===== src/rtl/writeback_stage_if.sv =====
// Bundle, bypass and register-file signals of the writeback stage.
// Handshake: there is no valid/ready pair here. A slot is taken on a rising
// edge when its valid and wb_en are high and interlock is low. Upstream must
// hold interlock high whenever stall_req is high. The rf_* outputs are a
// one-way write strobe with no back-pressure.
interface writeback_stage_if #(
    parameter int FIFO_DEPTH = 4,
    parameter int REG_ADDR_W = 5
);
    localparam int CNT_W = $clog2(FIFO_DEPTH) + 1;

    // bundle from the memory stage
    logic                  interlock;
    logic                  u_valid;
    logic                  u_wb_en;
    logic                  u_is_load;
    logic [REG_ADDR_W-1:0] u_rd;
    logic [31:0]           u_alu_res;
    logic [31:0]           mem_douta;
    logic                  l_valid;
    logic                  l_wb_en;
    logic                  l_is_load;
    logic [REG_ADDR_W-1:0] l_rd;
    logic [31:0]           l_alu_res;
    logic [31:0]           mem_doutb;

    // bypass lookup into pending writes
    logic [REG_ADDR_W-1:0] byp_addr_a;
    logic [REG_ADDR_W-1:0] byp_addr_b;
    logic                  byp_hit_a;
    logic                  byp_hit_b;
    logic [31:0]           byp_data_a;
    logic [31:0]           byp_data_b;

    // register-file write port and flow control
    logic                  rf_we;
    logic [REG_ADDR_W-1:0] rf_waddr;
    logic [31:0]           rf_wdata;
    logic                  stall_req;
    logic [CNT_W-1:0]      pending_cnt;

    // upstream side: drives the bundle and lookups, observes results
    modport master (
        output interlock,
        output u_valid, u_wb_en, u_is_load, u_rd, u_alu_res, mem_douta,
        output l_valid, l_wb_en, l_is_load, l_rd, l_alu_res, mem_doutb,
        output byp_addr_a, byp_addr_b,
        input  byp_hit_a, byp_hit_b, byp_data_a, byp_data_b,
        input  rf_we, rf_waddr, rf_wdata, stall_req, pending_cnt
    );

    // writeback stage side
    modport slave (
        input  interlock,
        input  u_valid, u_wb_en, u_is_load, u_rd, u_alu_res, mem_douta,
        input  l_valid, l_wb_en, l_is_load, l_rd, l_alu_res, mem_doutb,
        input  byp_addr_a, byp_addr_b,
        output byp_hit_a, byp_hit_b, byp_data_a, byp_data_b,
        output rf_we, rf_waddr, rf_wdata, stall_req, pending_cnt
    );
endinterface


===== src/rtl/writeback_stage.sv =====
// Writeback stage of the dual-issue core. Picks load or ALU data per slot,
// then serialises up to two register writes per bundle onto the single
// register-file write port. Writes that cannot go out this cycle wait in a
// small in-order FIFO, which is also searched for operand bypass.
module writeback_stage #(
    parameter int FIFO_DEPTH         = 4,
    parameter int REG_ADDR_W         = 5,
    parameter bit ZERO_REG_HARDWIRED = 1'b1
) (
    input logic               clk,
    input logic               rst,
    writeback_stage_if.slave  bus
);
    localparam int PTR_W = $clog2(FIFO_DEPTH);
    localparam int CNT_W = PTR_W + 1;

    // pending-write storage and bookkeeping
    logic [REG_ADDR_W-1:0] ent_addr [FIFO_DEPTH];
    logic [31:0]           ent_data [FIFO_DEPTH];
    logic [PTR_W-1:0]      head_ptr;
    logic [PTR_W-1:0]      tail_ptr;
    logic [CNT_W-1:0]      cnt;

    // registered write port
    logic                  rf_we_q;
    logic [REG_ADDR_W-1:0] rf_waddr_q;
    logic [31:0]           rf_wdata_q;

    // per-slot requests
    logic                  u_req_raw;
    logic                  u_req;
    logic                  l_req;
    logic [31:0]           u_data;
    logic [31:0]           l_data;

    // candidate routing for this cycle
    logic                  pop;
    logic                  out_v;
    logic [REG_ADDR_W-1:0] out_addr;
    logic [31:0]           out_data;
    logic                  push0_v;
    logic [REG_ADDR_W-1:0] push0_addr;
    logic [31:0]           push0_data;
    logic                  push1_v;
    logic [REG_ADDR_W-1:0] push1_addr;
    logic [31:0]           push1_data;
    logic [CNT_W-1:0]      n_push;

    // bypass results
    logic                  hit_a;
    logic                  hit_b;
    logic [31:0]           data_a;
    logic [31:0]           data_b;

    // Slot requests: interlock blocks acceptance; r0 writes vanish when hardwired.
    // If both slots target the same register the lower slot is younger, so the
    // upper write is dead and never needs to reach the register file.
    always_comb begin
        u_req_raw = bus.u_valid & bus.u_wb_en & ~bus.interlock &
                    ~(ZERO_REG_HARDWIRED & (bus.u_rd == '0));
        l_req     = bus.l_valid & bus.l_wb_en & ~bus.interlock &
                    ~(ZERO_REG_HARDWIRED & (bus.l_rd == '0));
        u_req     = u_req_raw & ~(l_req & (bus.u_rd == bus.l_rd));
        u_data    = bus.u_is_load ? bus.mem_douta : bus.u_alu_res;
        l_data    = bus.l_is_load ? bus.mem_doutb : bus.l_alu_res;
    end

    // Oldest candidate (FIFO head, then upper, then lower) goes to the write
    // port; whatever remains is pushed in program order.
    always_comb begin
        pop        = (cnt != '0);
        out_v      = 1'b0;
        out_addr   = '0;
        out_data   = '0;
        push0_v    = 1'b0;
        push0_addr = bus.l_rd;
        push0_data = l_data;
        push1_v    = 1'b0;
        push1_addr = bus.l_rd;
        push1_data = l_data;
        if (pop) begin
            out_v    = 1'b1;
            out_addr = ent_addr[head_ptr];
            out_data = ent_data[head_ptr];
            push0_v  = u_req | l_req;
            if (u_req) begin
                push0_addr = bus.u_rd;
                push0_data = u_data;
            end
            push1_v  = u_req & l_req;
        end else begin
            out_v    = u_req | l_req;
            if (u_req) begin
                out_addr = bus.u_rd;
                out_data = u_data;
            end else if (l_req) begin
                out_addr = bus.l_rd;
                out_data = l_data;
            end
            push0_v  = u_req & l_req;
        end
        n_push = CNT_W'(push0_v) + CNT_W'(push1_v);
    end

    // FIFO pointers and occupancy; wrap is modulo FIFO_DEPTH by pointer width.
    always_ff @(posedge clk or posedge rst) begin
        if (rst) begin
            head_ptr <= '0;
            tail_ptr <= '0;
            cnt      <= '0;
        end else begin
            if (pop) begin
                head_ptr <= head_ptr + PTR_W'(1);
            end
            if (push1_v) begin
                tail_ptr <= tail_ptr + PTR_W'(2);
            end else if (push0_v) begin
                tail_ptr <= tail_ptr + PTR_W'(1);
            end
            cnt <= cnt - CNT_W'(pop) + n_push;
        end
    end

    // FIFO payload; contents are only meaningful below cnt, so no reset needed.
    always_ff @(posedge clk) begin
        if (push0_v) begin
            ent_addr[tail_ptr] <= push0_addr;
            ent_data[tail_ptr] <= push0_data;
        end
        if (push1_v) begin
            ent_addr[tail_ptr + PTR_W'(1)] <= push1_addr;
            ent_data[tail_ptr + PTR_W'(1)] <= push1_data;
        end
    end

    // Register-file write port, one write per cycle.
    always_ff @(posedge clk or posedge rst) begin
        if (rst) begin
            rf_we_q    <= 1'b0;
            rf_waddr_q <= '0;
            rf_wdata_q <= '0;
        end else begin
            rf_we_q    <= out_v;
            rf_waddr_q <= out_addr;
            rf_wdata_q <= out_data;
        end
    end

    // Bypass search from oldest to youngest so the youngest match is kept.
    // The value currently on rf_* is left to the register file's write-through.
    always_comb begin
        hit_a  = 1'b0;
        hit_b  = 1'b0;
        data_a = '0;
        data_b = '0;
        for (int i = 0; i < FIFO_DEPTH; i++) begin
            if (CNT_W'(i) < cnt) begin
                if (ent_addr[head_ptr + PTR_W'(i)] == bus.byp_addr_a &&
                    !(ZERO_REG_HARDWIRED && bus.byp_addr_a == '0)) begin
                    hit_a  = 1'b1;
                    data_a = ent_data[head_ptr + PTR_W'(i)];
                end
                if (ent_addr[head_ptr + PTR_W'(i)] == bus.byp_addr_b &&
                    !(ZERO_REG_HARDWIRED && bus.byp_addr_b == '0)) begin
                    hit_b  = 1'b1;
                    data_b = ent_data[head_ptr + PTR_W'(i)];
                end
            end
        end
    end

    assign bus.rf_we       = rf_we_q;
    assign bus.rf_waddr    = rf_waddr_q;
    assign bus.rf_wdata    = rf_wdata_q;
    assign bus.pending_cnt = cnt;
    // Two pushes can arrive in one cycle, so warn one entry early.
    assign bus.stall_req   = (cnt >= CNT_W'(FIFO_DEPTH - 1));
    assign bus.byp_hit_a   = hit_a;
    assign bus.byp_hit_b   = hit_b;
    assign bus.byp_data_a  = data_a;
    assign bus.byp_data_b  = data_b;
endmodule


===== src/flat_wrapper.sv =====
// flat-port wrapper written by rule: the top's interface ports become plain ports
module writeback_stage_flat 
#(
    parameter int FIFO_DEPTH         = 4,
    parameter int REG_ADDR_W         = 5,
    parameter bit ZERO_REG_HARDWIRED = 1'b1
)
  (clk, rst, bus_interlock, bus_u_valid, bus_u_wb_en, bus_u_is_load, bus_u_rd, bus_u_alu_res, bus_mem_douta, bus_l_valid, bus_l_wb_en, bus_l_is_load, bus_l_rd, bus_l_alu_res, bus_mem_doutb, bus_byp_addr_a, bus_byp_addr_b, bus_byp_hit_a, bus_byp_hit_b, bus_byp_data_a, bus_byp_data_b, bus_rf_we, bus_rf_waddr, bus_rf_wdata, bus_stall_req, bus_pending_cnt);
  writeback_stage_if #(.FIFO_DEPTH(FIFO_DEPTH), .REG_ADDR_W(REG_ADDR_W)) bus_i ();
  input logic clk;
  input logic rst;
  input wire logic [$bits(bus_i.interlock)-1:0] bus_interlock;
  input wire logic [$bits(bus_i.u_valid)-1:0] bus_u_valid;
  input wire logic [$bits(bus_i.u_wb_en)-1:0] bus_u_wb_en;
  input wire logic [$bits(bus_i.u_is_load)-1:0] bus_u_is_load;
  input wire logic [$bits(bus_i.u_rd)-1:0] bus_u_rd;
  input wire logic [$bits(bus_i.u_alu_res)-1:0] bus_u_alu_res;
  input wire logic [$bits(bus_i.mem_douta)-1:0] bus_mem_douta;
  input wire logic [$bits(bus_i.l_valid)-1:0] bus_l_valid;
  input wire logic [$bits(bus_i.l_wb_en)-1:0] bus_l_wb_en;
  input wire logic [$bits(bus_i.l_is_load)-1:0] bus_l_is_load;
  input wire logic [$bits(bus_i.l_rd)-1:0] bus_l_rd;
  input wire logic [$bits(bus_i.l_alu_res)-1:0] bus_l_alu_res;
  input wire logic [$bits(bus_i.mem_doutb)-1:0] bus_mem_doutb;
  input wire logic [$bits(bus_i.byp_addr_a)-1:0] bus_byp_addr_a;
  input wire logic [$bits(bus_i.byp_addr_b)-1:0] bus_byp_addr_b;
  output wire logic [$bits(bus_i.byp_hit_a)-1:0] bus_byp_hit_a;
  output wire logic [$bits(bus_i.byp_hit_b)-1:0] bus_byp_hit_b;
  output wire logic [$bits(bus_i.byp_data_a)-1:0] bus_byp_data_a;
  output wire logic [$bits(bus_i.byp_data_b)-1:0] bus_byp_data_b;
  output wire logic [$bits(bus_i.rf_we)-1:0] bus_rf_we;
  output wire logic [$bits(bus_i.rf_waddr)-1:0] bus_rf_waddr;
  output wire logic [$bits(bus_i.rf_wdata)-1:0] bus_rf_wdata;
  output wire logic [$bits(bus_i.stall_req)-1:0] bus_stall_req;
  output wire logic [$bits(bus_i.pending_cnt)-1:0] bus_pending_cnt;
  assign bus_i.interlock = bus_interlock;
  assign bus_i.u_valid = bus_u_valid;
  assign bus_i.u_wb_en = bus_u_wb_en;
  assign bus_i.u_is_load = bus_u_is_load;
  assign bus_i.u_rd = bus_u_rd;
  assign bus_i.u_alu_res = bus_u_alu_res;
  assign bus_i.mem_douta = bus_mem_douta;
  assign bus_i.l_valid = bus_l_valid;
  assign bus_i.l_wb_en = bus_l_wb_en;
  assign bus_i.l_is_load = bus_l_is_load;
  assign bus_i.l_rd = bus_l_rd;
  assign bus_i.l_alu_res = bus_l_alu_res;
  assign bus_i.mem_doutb = bus_mem_doutb;
  assign bus_i.byp_addr_a = bus_byp_addr_a;
  assign bus_i.byp_addr_b = bus_byp_addr_b;
  assign bus_byp_hit_a = bus_i.byp_hit_a;
  assign bus_byp_hit_b = bus_i.byp_hit_b;
  assign bus_byp_data_a = bus_i.byp_data_a;
  assign bus_byp_data_b = bus_i.byp_data_b;
  assign bus_rf_we = bus_i.rf_we;
  assign bus_rf_waddr = bus_i.rf_waddr;
  assign bus_rf_wdata = bus_i.rf_wdata;
  assign bus_stall_req = bus_i.stall_req;
  assign bus_pending_cnt = bus_i.pending_cnt;
  writeback_stage #(.FIFO_DEPTH(FIFO_DEPTH), .REG_ADDR_W(REG_ADDR_W), .ZERO_REG_HARDWIRED(ZERO_REG_HARDWIRED)) u_core (.clk(clk), .rst(rst), .bus(bus_i));
endmodule

===== config.mk =====
export PLATFORM = sky130hd
export DESIGN_NAME = writeback_stage_flat
export DESIGN_NICKNAME = d
export VERILOG_FILES = /design/src/rtl/writeback_stage_if.sv /design/src/rtl/writeback_stage.sv /design/src/flat_wrapper.sv
export SDC_FILE = /design/constraint.sdc
export NUM_CORES = 1
export LEC_CHECK = 0
export ABC_AREA = 1
export CORE_MARGIN = 1
export CORE_UTILIZATION = 35
export DETAILED_ROUTE_END_ITERATION = 10
export GPL_TIMING_DRIVEN = 0
export PLACE_DENSITY = 0.66
export SYNTH_ARGS = -nofsm -noshare
export SYNTH_HDL_FRONTEND = slang
export SYNTH_SLANG_ARGS = --single-unit

===== constraint.sdc =====
create_clock -name clk -period 4.5 [get_ports clk]
set_input_delay 1.125 -clock clk [delete_from_list [all_inputs] [get_ports clk]]
set_output_delay 1.125 -clock clk [all_outputs]
set_load 0.03 [all_outputs]

-- Word-level counts from Yosys, hierarchy flattened
Memory sizes are Yosys's and may differ from the RTL's.
Cells that the tools add are included.
- memories: 2
- register bits: 45
- input port bits: 157
- memory bits (writable): 148
- output and inout port bits: 108
- memories (name ; depth ; width ; read ports ; clocked after memory_dff ; write ports ; line ; text):
    u_core.ent_data ; 4 ; 32 ; 4 ; 0 ; 2 ; writeback_stage.sv:19 ; logic [31:0] ent_data [FIFO_DEPTH];
    u_core.ent_addr ; 4 ; 5 ; 4 ; 0 ; 2 ; writeback_stage.sv:18 ; logic [REG_ADDR_W-1:0] ent_addr [FIFO_DEPTH];
- multiplexer cells: 53
- equal/unequal tests: 9
- $lt $le $gt $ge: 5
- bitwise operators: 14
- reduce and logical (&&, ||, !) cells: 16
- $add $sub $neg: 8
- operators by type and width (cell ; number):
    32-bit 2-to-1 mux ; 23
    5-bit equality test ; 9
    5-bit 2-to-1 mux ; 5
    1-bit 2-to-1 mux ; 23
    5-bit logical NOT ; 4
    1-bit AND ; 9
    1-bit logical AND ; 8
    2-bit adder (second input constant) ; 3
    1-bit by 3-bit < comparator with 1-bit output (first input constant) ; 2
    2-bit by 3-bit < comparator with 1-bit output (first input constant) ; 2
    2-bit by 1-bit adder with 2-bit output (second input constant) ; 2
    2-bit 2-to-1 mux ; 2
    1-bit inverter ; 4
    3-bit adder ; 1
    3-bit by 2-bit >= comparator with 1-bit output (second input constant) ; 1
    3-bit nonzero test ; 1
    3-bit by 1-bit subtractor with 3-bit output ; 1
    1-bit by 1-bit adder with 2-bit output ; 1
    1-bit logical NOT ; 2
    2-bit nonzero test ; 1
    1-bit OR ; 1

-- Logic depth before layout (Yosys ltp)
- depth in word-level cells: 11
- gate-level depth with buffers: 17
- mapped depth without buffers: 15

-- Worst setup path after synthesis
No wires, ideal clock.
- path kind: in2reg
- start point: input port bus_l_rd[1]
- end point: memory u_core.ent_addr[0][0] (enable)
- path buffers: 1
- stages: 10
- arrival: 4.839 ns
- library setup time: 0.483 ns
- setup slack: -0.821 ns
- required time: 4.017 ns
- cell sequence: buf_2 > nor3_1 > nand3_1 > nand2_2 > inv_2 > nand3_2 > nand2_2 > nand2_1 > o21ai_0 > o21ai_0
- RTL lines (item ; line ; text):
    start, declared ; flat_wrapper.sv:22 ; input wire logic [$bits(bus_i.l_rd)-1:0] bus_l_rd;
    end, declared ; writeback_stage.sv:18 ;

-- Final worst setup path
- start point: register u_core.head_ptr[0]
- end point: output port bus_byp_data_a[31]
- word-level cells in the longest chain between the ends: 11
- elaborated cells on any way between the ends: 21
- classes of those cells: add/sub (3); eq/ne (4); mux (8); reduce/logical (4); memory (2)
- RTL lines (item ; line ; text):
    start, declared ; writeback_stage.sv:20 ; logic [PTR_W-1:0] head_ptr;
    start signal, assigned ; writeback_stage.sv:113 ; head_ptr <= head_ptr + PTR_W'(1);
    parallel branches: the longest is 10 deep, another holds memory read 4 x 5 bit ; -- ;
    32-bit 2-to-1 mux (*) ; writeback_stage.sv:157 ; if (CNT_W'(i) < cnt) begin
    end, declared ; flat_wrapper.sv:29 ; output wire logic [$bits(bus_i.byp_data_a)-1:0] bus_byp_data_a;
Mark *: on every way between the ends.

==> run summary <==
In this run, post-CTS hold repair placed 0 buffers. The number of core rows is 80. Measured in cells, the most critical reg-to-reg path has a length of 10.

TritonCTS built the clock tree. The root cell of the clock tree is sky130_fd_sc_hd__clkbuf_16. IR analysis of the VDD net gives a maximum drop of 354 uV.

The worst path uses 99.9% of the clock period. The effective utilization at floorplan came out at 35.5%. Headroom to the max-slew limit came out at 37.2%. After detailed routing, no signal wire sits above met4. The total via count in the routed design came out at 20,000.

The worst register-to-register path ends at u_core.ent_data[1][16]. The area share of the largest cell type after synthesis is 31.7%. The number of DRC violations after detailed routing came out at 0. The initial detailed-routing violation count came out at 2,275.

The first global-routing pass estimated 112 mm of wire. Setup violations remaining at the end of the flow were counted as 0. The detailed-routing wirelength on met1 came out at 29.5 mm. The worst reg-to-reg setup slack is 0.96 ns. For this design the ratio of total power to cell area is 658 mW/mm2. The fraction of layout instances using a drive strength above 1 came out at 9.90%.

The area occupied by registers is 0.00557 mm2. The worst setup path is captured at a primary output. The count of mapped cells out of synthesis is 2,800. The final max-slew violation count came to 0.

CTS built an H-tree with a depth of 4. The clock arrives with 0.0111 ns of skew. TritonCTS created 17 clock buffers. In this run the standard cell core region covers 0.0478 mm2. The total count of hold-check failures in the final report is 0. The routed wire length on met3 came out at 8.06 mm. The average wire per standard cell came out at 20.2 um. The worst hold slack is 0.600 ns. The number of maximum-capacitance violations is 0.

The count of nets left with antenna violations once routing finished came out at 0. The area taken by multi-input logic gates came out at 0.0100 mm2. After detailed routing, the number of vias per cell comes to 5.37. The synthesized area per cell is 6.07 um2. The total nets after synthesis came out at 2,970. Counting every sink on the clock net gives 193.

The startpoint type of the worst setup path is a register. The shortest period the worst path allows came out at 4.49 ns. The flow ran to the end, and the final reports show no timing, DRC or antenna violations. The maximum root-to-sink buffer count came out at 2. The die width came out at 222 um. The filler cell count in the final layout is 5,036. The critical path starts at u_core.head_ptr[0]. The register bit total from synthesis is 193. Setup repair after global routing could not meet its margin everywhere. In this run the worst path has a maximum fanout of 10. Compared with the post-synthesis result, the final layout area differs by 25.0%. The total track usage came out at 29.8%. The cell taking the most area after synthesis is sky130_fd_sc_hd__nand2_1. The wire length after detailed routing is 74.9 mm. The endpoint required time on the critical path is 3.38 ns. Routability-driven placement finished with a final weighted congestion of 0.974.

Summed over all cells, the static leakage comes to 10.4 nW. The total iterations of the first detailed-routing run came out at 6. The Yosys step of the flow raised 0 warnings. The critical path is of the register to primary output type. The data arrival time of the worst path is 3.37 ns. Summed over all nets, wire length on met2 after detailed routing comes to 33.8 mm.

The number of global-route vias before repair is 18,700. The min-delay analysis places its worst path in the category register to register. The net count of the finished layout is 3,259. The initial antenna violation count is 0. The final total negative setup slack is 0 ns. The count of input and output buffers came out at 259. After clock tree synthesis, the clock-pin slew on the worst setup and hold paths is 0.08 ns. After synthesis, flip-flops and latches occupy 32.7% of the total area.

Following the worst setup path forward leads to its endpoint at bus_byp_data_a[31]. The number of different library cells used by synthesis comes to 33. The floorplan step set the die height to 222 um. Static timing analysis puts the maximum clock frequency at 222 MHz. Sorting the synthesized cells by area gives the leading types as sky130_fd_sc_hd__nand2_1, sky130_fd_sc_hd__edfxtp_1, sky130_fd_sc_hd__nand3_1. The die covers 0.0495 mm2. The source-to-sink clock delay at the later pin of the worst-skew pair is 0.48 ns.

Detailed placement finished with a half-perimeter wire length of 55.8 mm. The I/O pin count came out at 265. The pin count of the biggest net entering global routing is 27. The transition time at the pin with the least slew margin is 0.942 ns. In this run the critical register-to-register path is launched from u_core.bus.pending_cnt[2].

The final global-route overflow total is 0. The synthesized netlist occupies a cell area of 0.0170 mm2.
critical path, stage by stage (launching register included):
cell	delay [ns]
sky130_fd_sc_hd__dfrtp_1	0.42
sky130_fd_sc_hd__buf_6	0.19
sky130_fd_sc_hd__buf_4	0.24
sky130_fd_sc_hd__buf_2	0.25
sky130_fd_sc_hd__buf_2	0.32
sky130_fd_sc_hd__nand2_1	0.08
sky130_fd_sc_hd__o21ai_0	0.11
sky130_fd_sc_hd__inv_1	0.11
sky130_fd_sc_hd__o21ai_0	0.45
sky130_fd_sc_hd__nand4_1	0.16
sky130_fd_sc_hd__nand3_1	0.10
sky130_fd_sc_hd__nand2_1	0.06
sky130_fd_sc_hd__nand2_1	0.15
sky130_fd_sc_hd__clkbuf_2	0.24
cells in the mapped netlist:
cell,instances
sky130_fd_sc_hd__a21oi_1,6
sky130_fd_sc_hd__buf_1,18
sky130_fd_sc_hd__buf_2,83
sky130_fd_sc_hd__buf_4,14
sky130_fd_sc_hd__buf_6,11
sky130_fd_sc_hd__clkbuf_1,66
sky130_fd_sc_hd__dfrtp_1,45
sky130_fd_sc_hd__edfxtp_1,148
sky130_fd_sc_hd__fa_1,1
sky130_fd_sc_hd__ha_1,12
sky130_fd_sc_hd__inv_1,145
sky130_fd_sc_hd__inv_2,10
sky130_fd_sc_hd__mux2_2,32
sky130_fd_sc_hd__nand2_1,1436
sky130_fd_sc_hd__nand2_2,7
sky130_fd_sc_hd__nand2_4,1
sky130_fd_sc_hd__nand3_1,285
sky130_fd_sc_hd__nand3_2,4
sky130_fd_sc_hd__nand3_4,1
sky130_fd_sc_hd__nand3b_1,2
sky130_fd_sc_hd__nand4_1,66
sky130_fd_sc_hd__nor2_1,131
sky130_fd_sc_hd__nor2_2,6
sky130_fd_sc_hd__nor2_4,3
sky130_fd_sc_hd__nor3_1,4
sky130_fd_sc_hd__o211ai_1,5
sky130_fd_sc_hd__o21a_1,1
sky130_fd_sc_hd__o21ai_0,213
sky130_fd_sc_hd__o21ai_1,26
sky130_fd_sc_hd__o21ai_2,2
sky130_fd_sc_hd__o22ai_1,1
sky130_fd_sc_hd__xnor2_1,5
sky130_fd_sc_hd__xor2_1,10
sequential cells by signal, indices dropped and copies added (netlist names):
register / flops
u_core.ent_addr: 20
u_core.bus.pending_cnt: 3
u_core.ent_data: 128
u_core.bus.rf_waddr: 5
u_core.head_ptr: 2
u_core.bus.rf_we: 1
u_core.bus.rf_wdata: 32
u_core.tail_ptr: 2
power breakdown:
part           internal (mW)  total, mW  leakage [nW]  switching (mW)
clock                  0.998       1.78         0.322           0.782
sequential              2.32       2.45          1.89           0.132
combinational           2.71       9.77          8.15            7.05
total                   6.03       14.0          10.4            7.97
worst min path at each step:
stage | from | to | cells after the start
finish | u_core.tail_ptr[1] | u_core.tail_ptr[1] | 2
global route | u_core.tail_ptr[1] | u_core.tail_ptr[1] | 2
CTS | u_core.tail_ptr[1] | u_core.tail_ptr[1] | 2
detailed placement | u_core.tail_ptr[1] | u_core.tail_ptr[1] | 2
global placement | u_core.tail_ptr[1] | u_core.tail_ptr[1] | 2
floorplan | u_core.tail_ptr[1] | u_core.tail_ptr[1] | 2
metrics by stage:
step	instances	utilization, %	total power, mW	cell area (um2)	setup WS [ns]
after global placement	3674	42.6	11.8	20400	-4.26
final	3718	44.4	14.0	21300	0.00531
after CTS	3715	44.6	13.7	21300	0.000995
after global routing	3717	44.4	14.8	21300	-0.00317
after floorplan	2800	-	8.27	17000	-0.821
after detailed placement	3679	42.8	11.9	20500	-0.698
layout make-up:
| class | instances | share of cell area, % |
|---|---|---|
| multi-input combinational | 2260 | 47.2 |
| antenna | 1 | 0.0118 |
| clock buffer | 18 | 2.02 |
| timing repair buffer | 271 | 12.3 |
| sequential | 193 | 26.2 |
| tap | 615 | 3.62 |
| inverter | 155 | 2.74 |
| clock inverter | 14 | 1.05 |
| buffer | 191 | 4.93 |
routing by layer:
| layer | vias up | track usage [%] |
|---|---|---|
| li1 | 9556 | - |
| met1 | 8965 | 38.2 |
| met2 | 1231 | 47.9 |
| met3 | 211 | 6.20 |
| met4 | 0 | 14.4 |
| met5 | - | 0 |
cells by family (layout without fill, tap and decap cells):
group | count (synthesis) | in the layout | synth area share [%]
flip-flops | 193 | 193 | 32.7
buffers and inverters | 347 | 649 | 9.06
AO/OA/AOI/OAI | 254 | 254 | 7.61
adder cells (fa/ha/maj) | 13 | 13 | 1.00
other | 0 | 1 | 0
multiplexers | 32 | 32 | 2.12
AND/OR/NAND/NOR | 1946 | 1946 | 46.7
XOR/XNOR | 15 | 15 | 0.772
cell usage in the layout (no fill, tap or decap), types with 8 or more instances in the layout:
cell type / instances
sky130_fd_sc_hd__clkdlybuf4s15_2: 17
sky130_fd_sc_hd__mux2_2: 32
sky130_fd_sc_hd__nor2_1: 127
sky130_fd_sc_hd__buf_4: 21
sky130_fd_sc_hd__nand2_2: 11
sky130_fd_sc_hd__inv_2: 12
sky130_fd_sc_hd__nand3_1: 281
sky130_fd_sc_hd__nand2_1: 1432
sky130_fd_sc_hd__clkbuf_16: 17
sky130_fd_sc_hd__o21ai_1: 27
sky130_fd_sc_hd__buf_2: 94
sky130_fd_sc_hd__clkbuf_1: 54
sky130_fd_sc_hd__buf_1: 18
sky130_fd_sc_hd__nor2_4: 8
sky130_fd_sc_hd__buf_12: 8
sky130_fd_sc_hd__inv_1: 143
sky130_fd_sc_hd__dfrtp_1: 45
sky130_fd_sc_hd__ha_1: 12
sky130_fd_sc_hd__clkbuf_2: 21
sky130_fd_sc_hd__nand4_1: 66
sky130_fd_sc_hd__buf_6: 20
sky130_fd_sc_hd__o21ai_0: 210
sky130_fd_sc_hd__clkbuf_4: 10
sky130_fd_sc_hd__edfxtp_1: 148
sky130_fd_sc_hd__xor2_1: 10
sky130_fd_sc_hd__clkdlybuf4s50_1: 184
repair_timing:
item	4_1_cts	5_1_grt
pin swaps	4	3
setup endpoints to repair	66	67
cloned	0	1
buffers inserted	4	2
gates resized for setup	242	108
hold endpoints to repair	0	0
No activity file was read; power rests on OpenSTA's default activity.
==> edit (same flow settings) <==
Make the reset (`rst`) synchronous in 2 clocked blocks.
--- a/src/rtl/writeback_stage.sv
+++ b/src/rtl/writeback_stage.sv
@@ -105,3 +105,3 @@
     // FIFO pointers and occupancy; wrap is modulo FIFO_DEPTH by pointer width.
-    always_ff @(posedge clk or posedge rst) begin
+    always_ff @(posedge clk) begin
         if (rst) begin
@@ -136,3 +136,3 @@
     // Register-file write port, one write per cycle.
-    always_ff @(posedge clk or posedge rst) begin
+    always_ff @(posedge clk) begin
         if (rst) begin
Check against the original RTL: differs if rst is asserted again (counterexample within 4 cycles, from zero or initial values and one cycle with rst high); with rst held inactive, the same outputs for 4 cycles.
==> edit against the unedited design <==
- non-clock buffer count is 12 higher
- largest cell class unchanged
- count of clock-buffer cells in the layout stayed put
- routed wire length is 13% higher
- area after synthesis is 2.8% higher
- sequential cell count is 2 higher
- highest routed layer unchanged
- core utilization is 0.14 points higher
- total power is 11% lower
- final area is 3.1% higher
- synthesized cell count is 1.9% higher
- first-iteration DRC count is 29% higher
- worst setup slack better by 26 ps
- via count is 8.3% higher
==> edit: results (changes against the unedited design) <==
<table>
<tr><th>Metric</th><th>Value</th></tr>
<tr><th colspan="2">GRT</th></tr>
<tr><td>Largest net degree at the start of global routing</td><td>25 (-7.4%)</td></tr>
<tr><th colspan="2">Setup path</th></tr>
<tr><td>Logic depth of the worst register-to-register path</td><td>11 (+1)</td></tr>
<tr><td>Highest cell delay on the worst timing path</td><td>540 ps (+90 ps)</td></tr>
<tr><td>Internal reg-to-reg setup slack</td><td>840 ps (-120 ps)</td></tr>
<tr><td>Setup crit start</td><td>u_core.bus.pending_cnt[2]</td></tr>
<tr><td>Worst Setup EP</td><td>bus_byp_data_a[23]</td></tr>
<tr><th colspan="2">Yosys</th></tr>
<tr><td>Top cell types by occurrence after synthesis</td><td>sky130_fd_sc_hd__nand2_1, sky130_fd_sc_hd__inv_1, sky130_fd_sc_hd__o21ai_0, sky130_fd_sc_hd__nand3_1, sky130_fd_sc_hd__edfxtp_1</td></tr>
<tr><td>Sequential cell area fraction in the yosys report</td><td>0.3078 (-0.01965)</td></tr>
<tr><td>Share of the synthesized area in compound gates (AO/OA/AOI/OAI)</td><td>0.1365 (+0.06033)</td></tr>
<tr><th colspan="2">Pwr</th></tr>
<tr><td>Clock power frac</td><td>0.132 (+0.005)</td></tr>
<tr><td>Total chip power</td><td>12.49 mW (-11%)</td></tr>
<tr><td>Gate power share</td><td>0.681 (-0.017)</td></tr>
<tr><td>NetSw</td><td>7.189 mW (-9.8%)</td></tr>
<tr><th colspan="2">CTS</th></tr>
<tr><td>Skew-Pair Late Insertion Delay</td><td>530 ps (+50 ps)</td></tr>
<tr><th colspan="2">Timing</th></tr>
<tr><td>Final worst path period need</td><td>4468 ps (-26.31 ps)</td></tr>
<tr><td>Final-layout worst hold slack</td><td>606.4 ps (+6.702 ps)</td></tr>
<tr><td>Slew HR</td><td>0.1655 (-0.2066)</td></tr>
<tr><th colspan="2">Final layout</th></tr>
<tr><td>Register area</td><td>5386 um2 (-3.3%)</td></tr>
<tr><td>Number of antenna cells inserted</td><td>0 (-1)</td></tr>
<tr><td>Footprint of the multi-input gates</td><td>10,090 um2 (+0.61%)</td></tr>
<tr><td>Logic inverters</td><td>354 (+130%)</td></tr>
<tr><th colspan="2">Run status</th></tr>
<tr><td>Outcome</td><td>finished, final reports clean</td></tr>
<tr><th colspan="2">Placement</th></tr>
<tr><td>Inst Count DP</td><td>3,779 (+2.7%)</td></tr>
<tr><td>Last weighted congestion value of the routability-driven placer</td><td>1.019 (+4.6%)</td></tr>
<tr><td>Worst setup slack before clock tree synthesis</td><td>-1194 ps (-495.7 ps)</td></tr>
<tr><th colspan="2">Route</th></tr>
<tr><td>Final WL</td><td>85,030 um (+13%)</td></tr>
</table>
## edit: cell types whose count changed after synthesis, moves of 31 or more
cell,before,now
sky130_fd_sc_hd__dfrtp_1,45,0
sky130_fd_sc_hd__a21oi_1,6,79
sky130_fd_sc_hd__o22ai_1,1,32
sky130_fd_sc_hd__o21ai_0,213,336
sky130_fd_sc_hd__inv_1,145,344
sky130_fd_sc_hd__nand4_1,66,102
sky130_fd_sc_hd__mux2i_1,0,32
sky130_fd_sc_hd__dfxtp_1,0,47
sky130_fd_sc_hd__clkbuf_1,66,102
sky130_fd_sc_hd__nand2_1,1436,967
## edit: routing by layer
metal	part of all wire	vias up	global-route usage
li1	-	9891	-
met1	0.38	9724	0.4151
met2	0.43	1665	0.5058
met3	0.14	341	0.09687
met4	0.056	0	0.1949
met5	0	-	0
